==> src/rtl/wts_timer_pkg.sv <==
// Shared constants for the wave-table sound cartridge dual interval timer:
// register offsets, control bit positions and the status encoding.
package wts_timer_pkg;

  localparam logic [1:0] REG_T1_CTRL = 2'd0;
  localparam logic [1:0] REG_T1_STAT = 2'd1;
  localparam logic [1:0] REG_T2_CTRL = 2'd2;
  localparam logic [1:0] REG_T2_STAT = 2'd3;

  localparam int CTRL_EN = 7;
  localparam int CTRL_OS = 6;

  localparam logic [7:0] STATUS_IDLE = 8'h80;

  // Status byte reads 0x80 when idle and 0x00 while a flag is pending.
  function automatic logic [7:0] status_byte(input logic pending);
    return pending ? 8'h00 : STATUS_IDLE;
  endfunction

endpackage

==> src/rtl/wts_timer_channel.sv <==
// One interval timer: control register, prescaler, period counter and pending flag.
// pending_next_o exposes the next-state flag so the top can register nint on the same edge.
module wts_timer_channel
  import wts_timer_pkg::*;
#(
  parameter int PRESCALE = 16,
  parameter int PW       = 6
) (
  input  logic       clk,
  input  logic       nreset,
  input  logic       ctrl_wr_i,
  input  logic       stat_clr_i,
  input  logic [7:0] wdata_i,
  output logic [7:0] ctrl_o,
  output logic       pending_o,
  output logic       pending_next_o
);

  localparam int PSW = (PRESCALE > 2) ? $clog2(PRESCALE) : 1;
  localparam logic [PSW-1:0] PS_RELOAD = PSW'(PRESCALE - 1);

  logic [7:0]     ctrl_q, ctrl_d;
  logic [PSW-1:0] pre_q, pre_d;
  logic [PW-1:0]  per_q, per_d;
  logic           pend_q, pend_d;
  logic           expire;

  // A control write outranks expiry, and expiry outranks a status-read clear.
  always_comb begin
    ctrl_d = ctrl_q;
    pre_d  = pre_q;
    per_d  = per_q;
    pend_d = pend_q;
    expire = ctrl_q[CTRL_EN] && (pre_q == '0) && (per_q == '0);
    if (ctrl_wr_i) begin
      ctrl_d = wdata_i;
      pend_d = 1'b0;
      pre_d  = PS_RELOAD;
      per_d  = wdata_i[PW-1:0];
    end else if (expire) begin
      pend_d = 1'b1;
      if (ctrl_q[CTRL_OS]) begin
        ctrl_d[CTRL_EN] = 1'b0;
      end else begin
        pre_d = PS_RELOAD;
        per_d = ctrl_q[PW-1:0];
      end
    end else begin
      if (ctrl_q[CTRL_EN]) begin
        if (pre_q == '0) begin
          pre_d = PS_RELOAD;
          per_d = per_q - PW'(1);
        end else begin
          pre_d = pre_q - PSW'(1);
        end
      end else begin
        pre_d = pre_q;
      end
      if (stat_clr_i) begin
        pend_d = 1'b0;
      end else begin
        pend_d = pend_q;
      end
    end
  end

  // Timer state registers with synchronous active-low reset.
  always_ff @(posedge clk) begin
    if (!nreset) begin
      ctrl_q <= 8'h00;
      pre_q  <= '0;
      per_q  <= '0;
      pend_q <= 1'b0;
    end else begin
      ctrl_q <= ctrl_d;
      pre_q  <= pre_d;
      per_q  <= per_d;
      pend_q <= pend_d;
    end
  end

  assign ctrl_o         = ctrl_q;
  assign pending_o      = pend_q;
  assign pending_next_o = nreset & pend_d;

endmodule

==> src/rtl/wts_timer.sv <==
// Dual interval timer with active-low interrupt request: register decode,
// read mux, registered read data and registered nint.
module wts_timer
  import wts_timer_pkg::*;
#(
  parameter int PRESCALE = 16,
  parameter int PW       = 6
) (
  input  logic       clk,
  input  logic       nreset,
  input  logic       reg_wr,
  input  logic       reg_rd,
  input  logic [1:0] reg_a,
  input  logic [7:0] reg_wdata,
  output logic [7:0] reg_rdata,
  output logic       nint
);

  logic       rd_eff;
  logic       wr1, wr2, clr1, clr2;
  logic [7:0] ctrl1, ctrl2;
  logic       pend1, pend2, pend1_next, pend2_next;
  logic [7:0] rdata_q, rdata_d;
  logic       nint_q;

  // A read coinciding with a write is dropped.
  assign rd_eff = reg_rd & ~reg_wr;
  assign wr1    = reg_wr && (reg_a == REG_T1_CTRL);
  assign wr2    = reg_wr && (reg_a == REG_T2_CTRL);
  assign clr1   = rd_eff && (reg_a == REG_T1_STAT);
  assign clr2   = rd_eff && (reg_a == REG_T2_STAT);

  wts_timer_channel #(.PRESCALE(PRESCALE), .PW(PW)) u_t1 (
    .clk            (clk),
    .nreset         (nreset),
    .ctrl_wr_i      (wr1),
    .stat_clr_i     (clr1),
    .wdata_i        (reg_wdata),
    .ctrl_o         (ctrl1),
    .pending_o      (pend1),
    .pending_next_o (pend1_next)
  );

  wts_timer_channel #(.PRESCALE(PRESCALE), .PW(PW)) u_t2 (
    .clk            (clk),
    .nreset         (nreset),
    .ctrl_wr_i      (wr2),
    .stat_clr_i     (clr2),
    .wdata_i        (reg_wdata),
    .ctrl_o         (ctrl2),
    .pending_o      (pend2),
    .pending_next_o (pend2_next)
  );

  // Read data returns pre-edge state and holds between reads.
  always_comb begin
    rdata_d = rdata_q;
    if (rd_eff) begin
      case (reg_a)
        REG_T1_CTRL: rdata_d = ctrl1;
        REG_T1_STAT: rdata_d = status_byte(pend1);
        REG_T2_CTRL: rdata_d = ctrl2;
        REG_T2_STAT: rdata_d = status_byte(pend2);
        default:     rdata_d = 8'h00;
      endcase
    end else begin
      rdata_d = rdata_q;
    end
  end

  // Output registers; nint follows the flags' next state.
  always_ff @(posedge clk) begin
    if (!nreset) begin
      rdata_q <= 8'h00;
      nint_q  <= 1'b1;
    end else begin
      rdata_q <= rdata_d;
      nint_q  <= ~(pend1_next | pend2_next);
    end
  end

  assign reg_rdata = rdata_q;
  assign nint      = nint_q;

endmodule

==> config.mk <==
export PLATFORM = sky130hd
export DESIGN_NAME = wts_timer
export DESIGN_NICKNAME = d
export VERILOG_FILES = /design/src/rtl/wts_timer_pkg.sv /design/src/rtl/wts_timer_channel.sv /design/src/rtl/wts_timer.sv
export SDC_FILE = /design/constraint.sdc
export NUM_CORES = 1
export LEC_CHECK = 0
export CAP_MARGIN = 40
export CORE_MARGIN = 1
export CORE_UTILIZATION = 45
export DETAILED_ROUTE_END_ITERATION = 12
export SYNTH_ARGS = -nofsm -noshare
export SYNTH_HDL_FRONTEND = slang
export SYNTH_SLANG_ARGS = --single-unit
==> constraint.sdc <==
create_clock -name clk -period 2 [get_ports clk]
set_input_delay 0.4 -clock clk [delete_from_list [all_inputs] [get_ports clk]]
set_output_delay 0.4 -clock clk [all_outputs]
set_load 0.01 [all_outputs]
==> results of run 1 <==
[cell families (layout without fill, tap and decap cells)]
logic type	Yosys count	count (layout)	synth area share
buf+inv	24	55	0.0431
fa+ha+maj	6	6	0.0297
compound gates	94	94	0.258
simple gates	111	111	0.241
xor+xnor	7	7	0.0243
flops	47	47	0.372
mux	7	7	0.0312
[layout make-up]
class | count | area, um2 | area share
Clock buffer | 8 | 100 | 0.0333
Inverter | 9 | 33.8 | 0.0112
Multi-Input combinational cell | 225 | 1480 | 0.491
Sequential cell | 47 | 941 | 0.313
Tap cell | 70 | 87.6 | 0.0292
Timing Repair Buffer | 38 | 365 | 0.122
[state kept, by name (all words and copies together) (netlist names)]
name	count
u_t1.pre_q	4
reg_rdata	8
u_t1.pending_o	1
u_t2.pending_o	1
u_t1.ctrl_o	8
u_t2.per_q	6
nint	1
u_t2.pre_q	4
u_t2.ctrl_o	8
u_t1.per_q	6
[stage by stage]
stage | setup WS [ns] | hold WS [ns] | power [mW] | instances
after detailed placement | 0.00505 | 0.488 | 1.44 | 389
final | 0.212 | 0.490 | 2.05 | 397
after global routing | 0.0420 | 0.523 | 2.18 | 397
after floorplan | 0.426 | 0.450 | 1.32 | 296
after global placement | 0.0499 | 0.476 | 1.44 | 389
after CTS | 0.202 | 0.499 | 2.07 | 397
[how the worst max path moves through the flow]
stage             startpoint             to  slack, ns  depth (start not counted)
5_1_grt        u_t2.per_q[0]  u_t2.pre_q[0]       0.04                          7
4_1_cts        u_t2.per_q[0]  u_t2.per_q[1]       0.20                          6
3_3_place_gp        reg_a[1]  u_t1.per_q[2]       0.05                          6
3_5_place_dp        reg_a[1]  u_t1.per_q[2]      0.005                          6
2_1_floorplan  u_t2.per_q[0]  u_t2.pre_q[0]       0.43                          7
6_report       u_t2.per_q[0]  u_t2.pre_q[1]       0.21                          7
[synth_stat cells (all sizes together)]
master	count	area, um2
a211oi	4	30.0
and2	1	6.26
a22oi	7	52.6
nor2b	12	75.1
o32a	1	10.0
mux2	7	78.8
nand3b	3	26.3
o221ai	2	17.5
o22ai	1	6.26
o311a	1	10.0
a21boi	21	158
nand2b	1	6.26
a31oi	8	50.1
dfxtp	47	941
nor2	21	78.8
buf	8	48.8
o21ai	18	93.8
xnor2	4	35.0
clkbuf	7	26.3
a21oi	15	75.1
nor3	5	47.5
inv	9	33.8
o21a	4	30.0
o211ai	5	37.5
a21o	2	15.0
o221a	3	33.8
or3	1	6.26
nand2	47	184
o32ai	1	16.3
nor3b	4	41.3
nand3	8	57.6
and3	3	18.8
nand4	1	12.5
or3b	2	20.0
xor2	3	26.3
o311ai	1	16.3
and4bb	2	28.8
ha	6	75.1
[power groups by stage]
stage | Clock, mW | Sequential, mW | Combinational, mW
after floorplan | 0 | 1.04 | 0.279
after global placement | 0 | 1.05 | 0.390
after detailed placement | 0 | 1.05 | 0.392
after CTS | 0.645 | 1.03 | 0.395
after global routing | 0.699 | 1.04 | 0.442
final | 0.628 | 1.03 | 0.393
[routing by layer]
layer	vias to the layer above	track usage
li1	1118	-
met1	1027	0.296
met2	39	0.346
met3	9	0.0524
met4	0	0.0769
met5	-	0
[placed cells by master (no fill, tap or decap), types with 3 or more instances in the layout]
| master | n |
|---|---|
| ha_1 | 6 |
| o211ai_1 | 5 |
| o21ai_0 | 17 |
| o21a_1 | 4 |
| clkdlybuf4s50_1 | 22 |
| xnor2_1 | 4 |
| nand3_1 | 6 |
| a21boi_0 | 20 |
| and3_1 | 3 |
| a21oi_1 | 15 |
| inv_1 | 8 |
| dfxtp_1 | 47 |
| xor2_1 | 3 |
| a31oi_1 | 8 |
| nor3_1 | 3 |
| clkbuf_8 | 7 |
| nor3b_1 | 3 |
| nor2_1 | 21 |
| o221a_1 | 3 |
| a22oi_1 | 7 |
| mux2_2 | 7 |
| nand2_1 | 46 |
| buf_4 | 14 |
| a211oi_1 | 4 |
| nor2b_1 | 12 |
[worst reg2reg max path, cell delays in order (launching register included)]
cell,delay [ns]
dfxtp_1,0.35
inv_1,0.09
ha_1,0.20
nor2b_1,0.38
nand4_2,0.25
a21oi_1,0.20
a31oi_1,0.05
o21a_1,0.16
==> metrics.txt, run 1 <==
Mapped Cells 296; share of cells above drive strength 1 0.141; Final ANT Viol Nets 0; Crit path required time 2.20 ns; Gate power share 0.192; Area after DPL 2900 um2; CP Cell Sequence inv_1, ha_1, nor2b_1, nand4_2, a21oi_1, a31oi_1, o21a_1; yosys synthesis warning count 0; Hold EP u_t1.ctrl_o[1]; Worst setup EP type register; DRC Markers 0; core area 5270 um2; slowest cell on the critical path nor2b_1; family with the most delay on the worst path simple AND/OR/NAND/NOR gates; P&R area growth vs syn 18.9%; Hold Fails Final Rpt 0; cts hold-fix bufs 0; Fin Setup TNS 0 ns; largest net degree at the start of global routing 48; RSZ-0062 raised after global routing no; setup bufs post-CTS 0; crit path time final between 1.5 and 2 ns; worst rel slew slack 0.646; Critical Path Start Type register; Starting Density 0.479; Sw Share 0.273; vias in the first global route 2138; r2r endpoint u_t2.pre_q[1]; 1st-pass router iterations 4; GRT overflow 0; max cap viols 0; Final Skew about 0.0083 ns; crit-path max cell delay 0.38 ns; CTS Sinks between 40 and 50; placement row count 26; HP Class reg2reg; vias 2193; Finish-stage setup viols 0; worst path buffer plus inverter count 1; CTS max path bufs 2; CP Max Fanout 6; Final Util 0.570; num ports 23; cts repair resizes 0; WL/cell 15.0 um; hold depth 2; Port-buffer cells 22; final instance area 3000 um2; Die Footprint about 5900 um2; Int Power between 1 and 1.5 mW; top layer in use met4; initial antenna violation count 0; first-pass GRT wire length 10300 um; PD cells 682 nW/um2; number of distinct library cells after synthesis between 50 and 60; met3 routed WL approximately 230 um; first-iteration detailed-routing DRC count 86; area of the mapped netlist roughly 2500 um2; Seq/Total Area, Yosys 0.372; Slew @ Worst Pin between 0.5 and 0.6 ns; status finished, final reports clean; Nets 346; Crit path arrival time 1.99 ns; Mean Syn Cell Area about 8.5 um2; fillers just over 500; via/cell ratio 5.52; static leakage power 1.10 nW; Slew Viols, Final 0; Detailed Place HPWL 4240 um; M1 WL 2990 um; GR Util All Layers 0.221; r2r setup slk between 0.2 and 0.25 ns; Clk network pwr share 0.306; CTS tree done; HP Start u_t1.ctrl_o[1]; Worst Setup Path Type reg2reg; reg-to-reg startpoint u_t2.per_q[0]; Max IR drop VDD around 460 uV; Clock Latency Late Sink 0.30 ns; Syn Nets 316; Seq pwr share 0.502; Die H 76.9 um; R2R depth 7; CTS Root Cell clkbuf_8; crit share post-route 0.894; final WL 5960 um; fmax 559 MHz; Net Switching 560 uW; Inserted Diodes 0; met2 wire length 2640 um; Worst-path clk slew ~0.08 ns; FF+latch count, synth 47; H-tree levels 2; Die W 76.9 um; CTS buffer count 5; GP Congestion 0.748
No activity file was read; power rests on OpenSTA's default activity.
==> run 2: changes to the inputs <==
- CORE_ASPECT_RATIO: unset -> 2
- CORE_UTILIZATION: 45 -> 55
- PLACE_DENSITY: unset -> 0.77
==> run 2 against run 1 <==
Non-clock buffer count fell by 3. Core utilization rose by 11 points. Final cell count fell by 4.8%. Die area is 17% lower. Critical endpoint is now u_t2.per_q[3]. Largest cell class unchanged. Largest power group unchanged.
==> metrics.txt, run 2 (synthesis results as in run 1) <==
status finished, final reports clean; WL/cell 16.1 um (+7.2%); cts repair resizes 0 (unchanged); Worst setup EP type register; Crit path arrival time 1.99 ns (about the same); CTS tree done; Net Switching 579 uW (+3.5%); Fin Setup TNS 0 ns (unchanged); Clk network pwr share 0.341 (+0.035); Gate power share 0.183 (-0.009); Hold Fails Final Rpt 0 (unchanged); GRT overflow 0 (unchanged); max cap viols 0 (unchanged); CTS max path bufs 2 (unchanged); power consumption 2.17 mW (+5.6%); CTS buffer count 5 (unchanged); first-iteration detailed-routing DRC count 43 (-50%); crit-path max cell delay 0.41 ns (+0.03 ns); DRC Markers 0 (unchanged); Slew @ Worst Pin 0.437 ns (-0.0923 ns); Die Footprint 4880 um2 (-17%); vias 2207 (+0.64%); worst path buffer plus inverter count 2 (+1); 1st-pass router iterations 4 (unchanged); Die H 97.8 um (+27%); Clock Latency Late Sink 0.30 ns (about the same); fmax 574 MHz (+2.6%); Inserted Diodes 0 (unchanged); CP Launch Point u_t2.per_q[0]; Finish-stage setup viols 0 (unchanged); CTS Sinks 47 (unchanged); Port-buffer cells 22 (unchanged); Worst-path clk slew 0.09 ns (about the same); num ports 23 (unchanged); largest net degree at the start of global routing 48 (unchanged); placement row count 34 (+31%); Int Power 1.59 mW (+6.4%); reg-to-reg startpoint u_t2.per_q[0]; commonest non-fill, non-tap cell in the layout dfxtp_1; share of cells above drive strength 1 0.136 (-0.00487); HP Start u_t2.ctrl_o[5]; via/cell ratio 5.84 (+5.7%); Sw Share 0.268 (-0.00548); GR Util All Layers 0.273 (+0.0515); first-pass GRT wire length 10200 um (-1.1%); P&R area growth vs syn 18.1%; CP Max Fanout 10 (+4); Final ANT Viol Nets 0 (unchanged); RSZ-0062 raised after global routing no; Nets 343 (-0.87%); worst rel slew slack 0.707 (+0.0617); Final Skew 0.00282 ns (-0.00551 ns); Seq pwr share 0.476 (-0.026); core area 4380 um2 (-17%); PD cells 726 nW/um2 (+6.4%); Critical Path Start Type register; static leakage power 1.10 nW (-0.36%); CP Cell Sequence inv_1, ha_1, nor2b_1, buf_4, nand3_4, nor2_1, a211oi_1, o221a_1; H-tree levels 2 (unchanged); Crit path required time 2.25 ns (+0.05 ns); setup bufs post-CTS 0 (unchanged); final WL 6080 um (+2.1%); initial antenna violation count 0 (unchanged); cts hold-fix bufs 0 (unchanged); Die W 49.9 um (-35%); Slew Viols, Final 0 (unchanged); slowest cell on the critical path dfxtp_1; crit share post-route 0.872 (-0.0222); most frequent cells in the layout 47 x dfxtp_1, 46 x nand2_1, 22 x clkdlybuf4s50_1; CTS Root Cell clkbuf_8; HP Class reg2reg; Worst Setup Path Type reg2reg; fillers 360 (-31%); family with the most delay on the worst path compound AO/OA/AOI/OAI gates; Detailed Place HPWL 4560 um (+7.6%); Starting Density 0.577 (+0.0972); GP Congestion 0.851 (+14%); vias in the first global route 2235 (+4.5%); crit path time final 1.74 ns (-0.0445 ns); Max IR drop VDD 600 uV (+31%)
==> run 2: power groups by stage <==
stage / Combinational (mW) / Sequential, mW / Clock, mW
3_3_place_gp: 0.386 / 1.05 / 0
4_1_cts: 0.397 / 1.03 / 0.754
3_5_place_dp: 0.392 / 1.05 / 0
2_1_floorplan: 0.279 / 1.04 / 0
6_report: 0.395 / 1.03 / 0.738
5_1_grt: 0.440 / 1.04 / 0.790
==> run 2: worst paths after layout <==
path | to | cells past startpoint | slack (ns)
worst max register to register | u_t2.per_q[3] | 8 | 0.26
worst max-delay path | u_t2.per_q[3] | 8 | 0.26
worst min-delay path | u_t2.ctrl_o[5] | 2 | 0.50
worst min register to register | u_t2.ctrl_o[5] | 2 | 0.50
==> run 2: cell type report <==
| class | count | area, um2 | area share |
|---|---|---|---|
| multi-input cells | 225 | 1480 | 0.495 |
| flip-flops and latches | 47 | 941 | 0.315 |
| repair buffers | 35 | 343 | 0.115 |
| clock buffers | 6 | 82.6 | 0.0277 |
| well taps | 54 | 67.6 | 0.0227 |
| clock inverters | 2 | 38.8 | 0.0130 |
| inverters | 9 | 33.8 | 0.0113 |
==> run 2: per-layer routing <==
metal,GRT usage,up-vias,share of wire
met4,0.178,0,0.051
met2,0.476,45,0.53
li1,-,1109,-
met5,0,-,0
met3,0.0545,24,0.032
met1,0.285,1029,0.39
==> run 2: per-stage QoR <==
step / utilization / hold WS (ns) / area, um2 / cells / setup slack [ns]
floorplan: - / 0.450 / 2530 / 296 / 0.426
global placement: 0.653 / 0.467 / 2860 / 370 / 0.0487
detailed placement: 0.653 / 0.484 / 2860 / 370 / 0.00163
CTS: 0.681 / 0.497 / 2980 / 378 / 0.258
global route: 0.681 / 0.527 / 2980 / 378 / 0.0857
finish: 0.681 / 0.497 / 2980 / 378 / 0.257
==> run 2: tightest hold or removal path, cell delays in order (launching register included) <==
cell and delay (ns):
dfxtp_1 0.33, nand2_1 0.05, a21boi_0 0.07
==> run 3: changes to the inputs <==
- MAX_ROUTING_LAYER: unset -> met4
- SLEW_MARGIN: unset -> 40
==> run 3 against run 2 <==
Routed wire length up 0.23%. Total power about the same. Final cell count unchanged. Count of clock-buffer cells in the layout unchanged. Die area unchanged. Setup slack worse by 0.0083 ns. Critical path type unchanged. Sequential share of layout area unchanged. Core utilization unchanged. Non-clock buffer count unchanged.
==> metrics.txt, run 3 (synthesis results as in run 1) <==
crit share post-route 0.876 (+0.00415); Layout Cells excl Fill 378 (unchanged); worst rel slew slack 0.705 (-0.00258); Port-buffer cells 22 (unchanged); largest net degree at the start of global routing 48 (unchanged); crit-path max cell delay 0.41 ns (about the same); initial antenna violation count 0 (unchanged); Levels on crit path 8 (unchanged); CTS tree done; first-pass GRT wire length 10200 um (unchanged); Worst setup EP type register; HP Start u_t2.ctrl_o[5]; status finished, final reports clean; family with the most delay on the worst path compound AO/OA/AOI/OAI gates; Die H 97.8 um (unchanged); R2R depth 8 (unchanged); Hold Fails Final Rpt 0 (unchanged); static leakage power 1.10 nW (unchanged); register area 941 um2 (unchanged); r2r setup slk 0.25 ns (about the same); vias 2210 (+0.14%); CTS Root Cell clkbuf_8; Detailed Place HPWL 4560 um (unchanged); Inserted Diodes 0 (unchanged); setup bufs post-CTS 0 (unchanged); RSZ-0062 raised after global routing no; final WL 6100 um (+0.23%); vias in the first global route 2239 (+0.18%); P&R area growth vs syn 18.1% (unchanged); r2r endpoint u_t2.per_q[3]; 1st-pass router iterations 4 (unchanged); HP Class reg2reg; placed instance count 370 (unchanged); PD cells 726 nW/um2 (about the same); CP Launch Point u_t2.per_q[0]; Crit path required time 2.25 ns (about the same); cts hold-fix bufs 0 (unchanged); placement row count 34 (unchanged); worst path buffer plus inverter count 2 (unchanged); Die W 49.9 um (unchanged); first-iteration detailed-routing DRC count 39 (-9.3%); slowest cell on the critical path dfxtp_1; reg-to-reg startpoint u_t2.per_q[0]; H-tree levels 2 (unchanged); Fin Setup TNS 0 ns (unchanged); multi-input logic area 1480 um2 (unchanged); CTS buffer count 5 (unchanged); crit path time final 1.75 ns (+0.00830 ns); commonest non-fill, non-tap cell in the layout dfxtp_1; share of cells above drive strength 1 0.136 (unchanged); WL/cell 16.1 um (+0.23%); most frequent cells in the layout 47 x dfxtp_1, 46 x nand2_1, 22 x clkdlybuf4s50_1; CP endpoint u_t2.per_q[3]; WHS 0.494 ns (-0.00248 ns); fillers 360 (unchanged); DRC Markers 0 (unchanged); Slew Viols, Final 0 (unchanged); Critical Path Start Type register; GP Congestion 0.864 (+1.6%); core area 4380 um2 (unchanged); num ports 23 (unchanged); Clock Latency Late Sink 0.30 ns (about the same); Worst Setup Path Type reg2reg; Finish-stage setup viols 0 (unchanged); Final ANT Viol Nets 0 (unchanged); CP Cell Sequence inv_1, ha_1, nor2b_1, buf_4, nand3_4, nor2_1, a211oi_1, o221a_1; Crit path arrival time 2.00 ns (about the same); CTS Sinks 47 (unchanged); Final Skew 0.00331 ns (+0.000492 ns); max cap viols 0 (unchanged); cts repair resizes 0 (unchanged); Starting Density 0.577 (unchanged); Worst-path clk slew 0.09 ns (about the same); CTS max path bufs 2 (unchanged); Slew @ Worst Pin 0.441 ns (+0.00386 ns); fmax 571 MHz (-0.47%); Max IR drop VDD 601 uV (+0.20%); GRT overflow 0 (unchanged); Nets 343 (unchanged); via/cell ratio 5.85 (+0.14%); Die Footprint 4880 um2 (unchanged); CP Max Fanout 10 (unchanged); GR Util All Layers 0.281 (+0.00796)
-- run 3: metrics by stage --
stage | setup WS, ns | area, um2 | total power [mW] | utilization
after floorplan | 0.426 | 2530 | 1.32 | -
after detailed placement | 0.00163 | 2860 | 1.45 | 0.653
after global placement | 0.0487 | 2860 | 1.44 | 0.653
after global routing | 0.0857 | 2980 | 2.27 | 0.681
final | 0.249 | 2980 | 2.16 | 0.681
after CTS | 0.258 | 2980 | 2.18 | 0.681
-- run 3: routing by layer --
| metal | vias up | share of wire | GRT usage |
|---|---|---|---|
| met3 | 20 | 0.030 | 0.0545 |
| li1 | 1109 | - | - |
| met2 | 48 | 0.53 | 0.476 |
| met4 | 0 | 0.044 | 0.178 |
| met1 | 1033 | 0.39 | 0.285 |
| met5 | - | 0 | - |
-- run 3: how the worst min path moves through the flow --
stage | to | slack (ns) | depth (start not counted)
after global routing | u_t1.ctrl_o[4] | 0.53 | 2
after CTS | u_t2.ctrl_o[5] | 0.50 | 2
after global placement | u_t2.ctrl_o[5] | 0.47 | 2
final | u_t2.ctrl_o[5] | 0.49 | 2
after detailed placement | u_t2.ctrl_o[5] | 0.48 | 2
after floorplan | u_t2.ctrl_o[5] | 0.45 | 2
-- run 3: worst min-delay path: stages (launching register included) --
cell      delay (ns)
dfxtp_1         0.33
nand2_1         0.05
a21boi_0        0.07
-- run 3: power by group --
part	leakage, nW	total, mW	switching (mW)	internal (mW)
sequential	0.383	1.03	0.0519	0.980
combinational	0.651	0.395	0.201	0.195
clock	0.0618	0.737	0.326	0.411
total	1.10	2.16	0.579	1.59
-- run 3: final cells by class --
class / count / share of cell area
multi-input cells: 225 / 0.495
flip-flops and latches: 47 / 0.315
repair buffers: 35 / 0.115
clock buffers: 6 / 0.0277
well taps: 54 / 0.0227
clock inverters: 2 / 0.0130
inverters: 9 / 0.0113
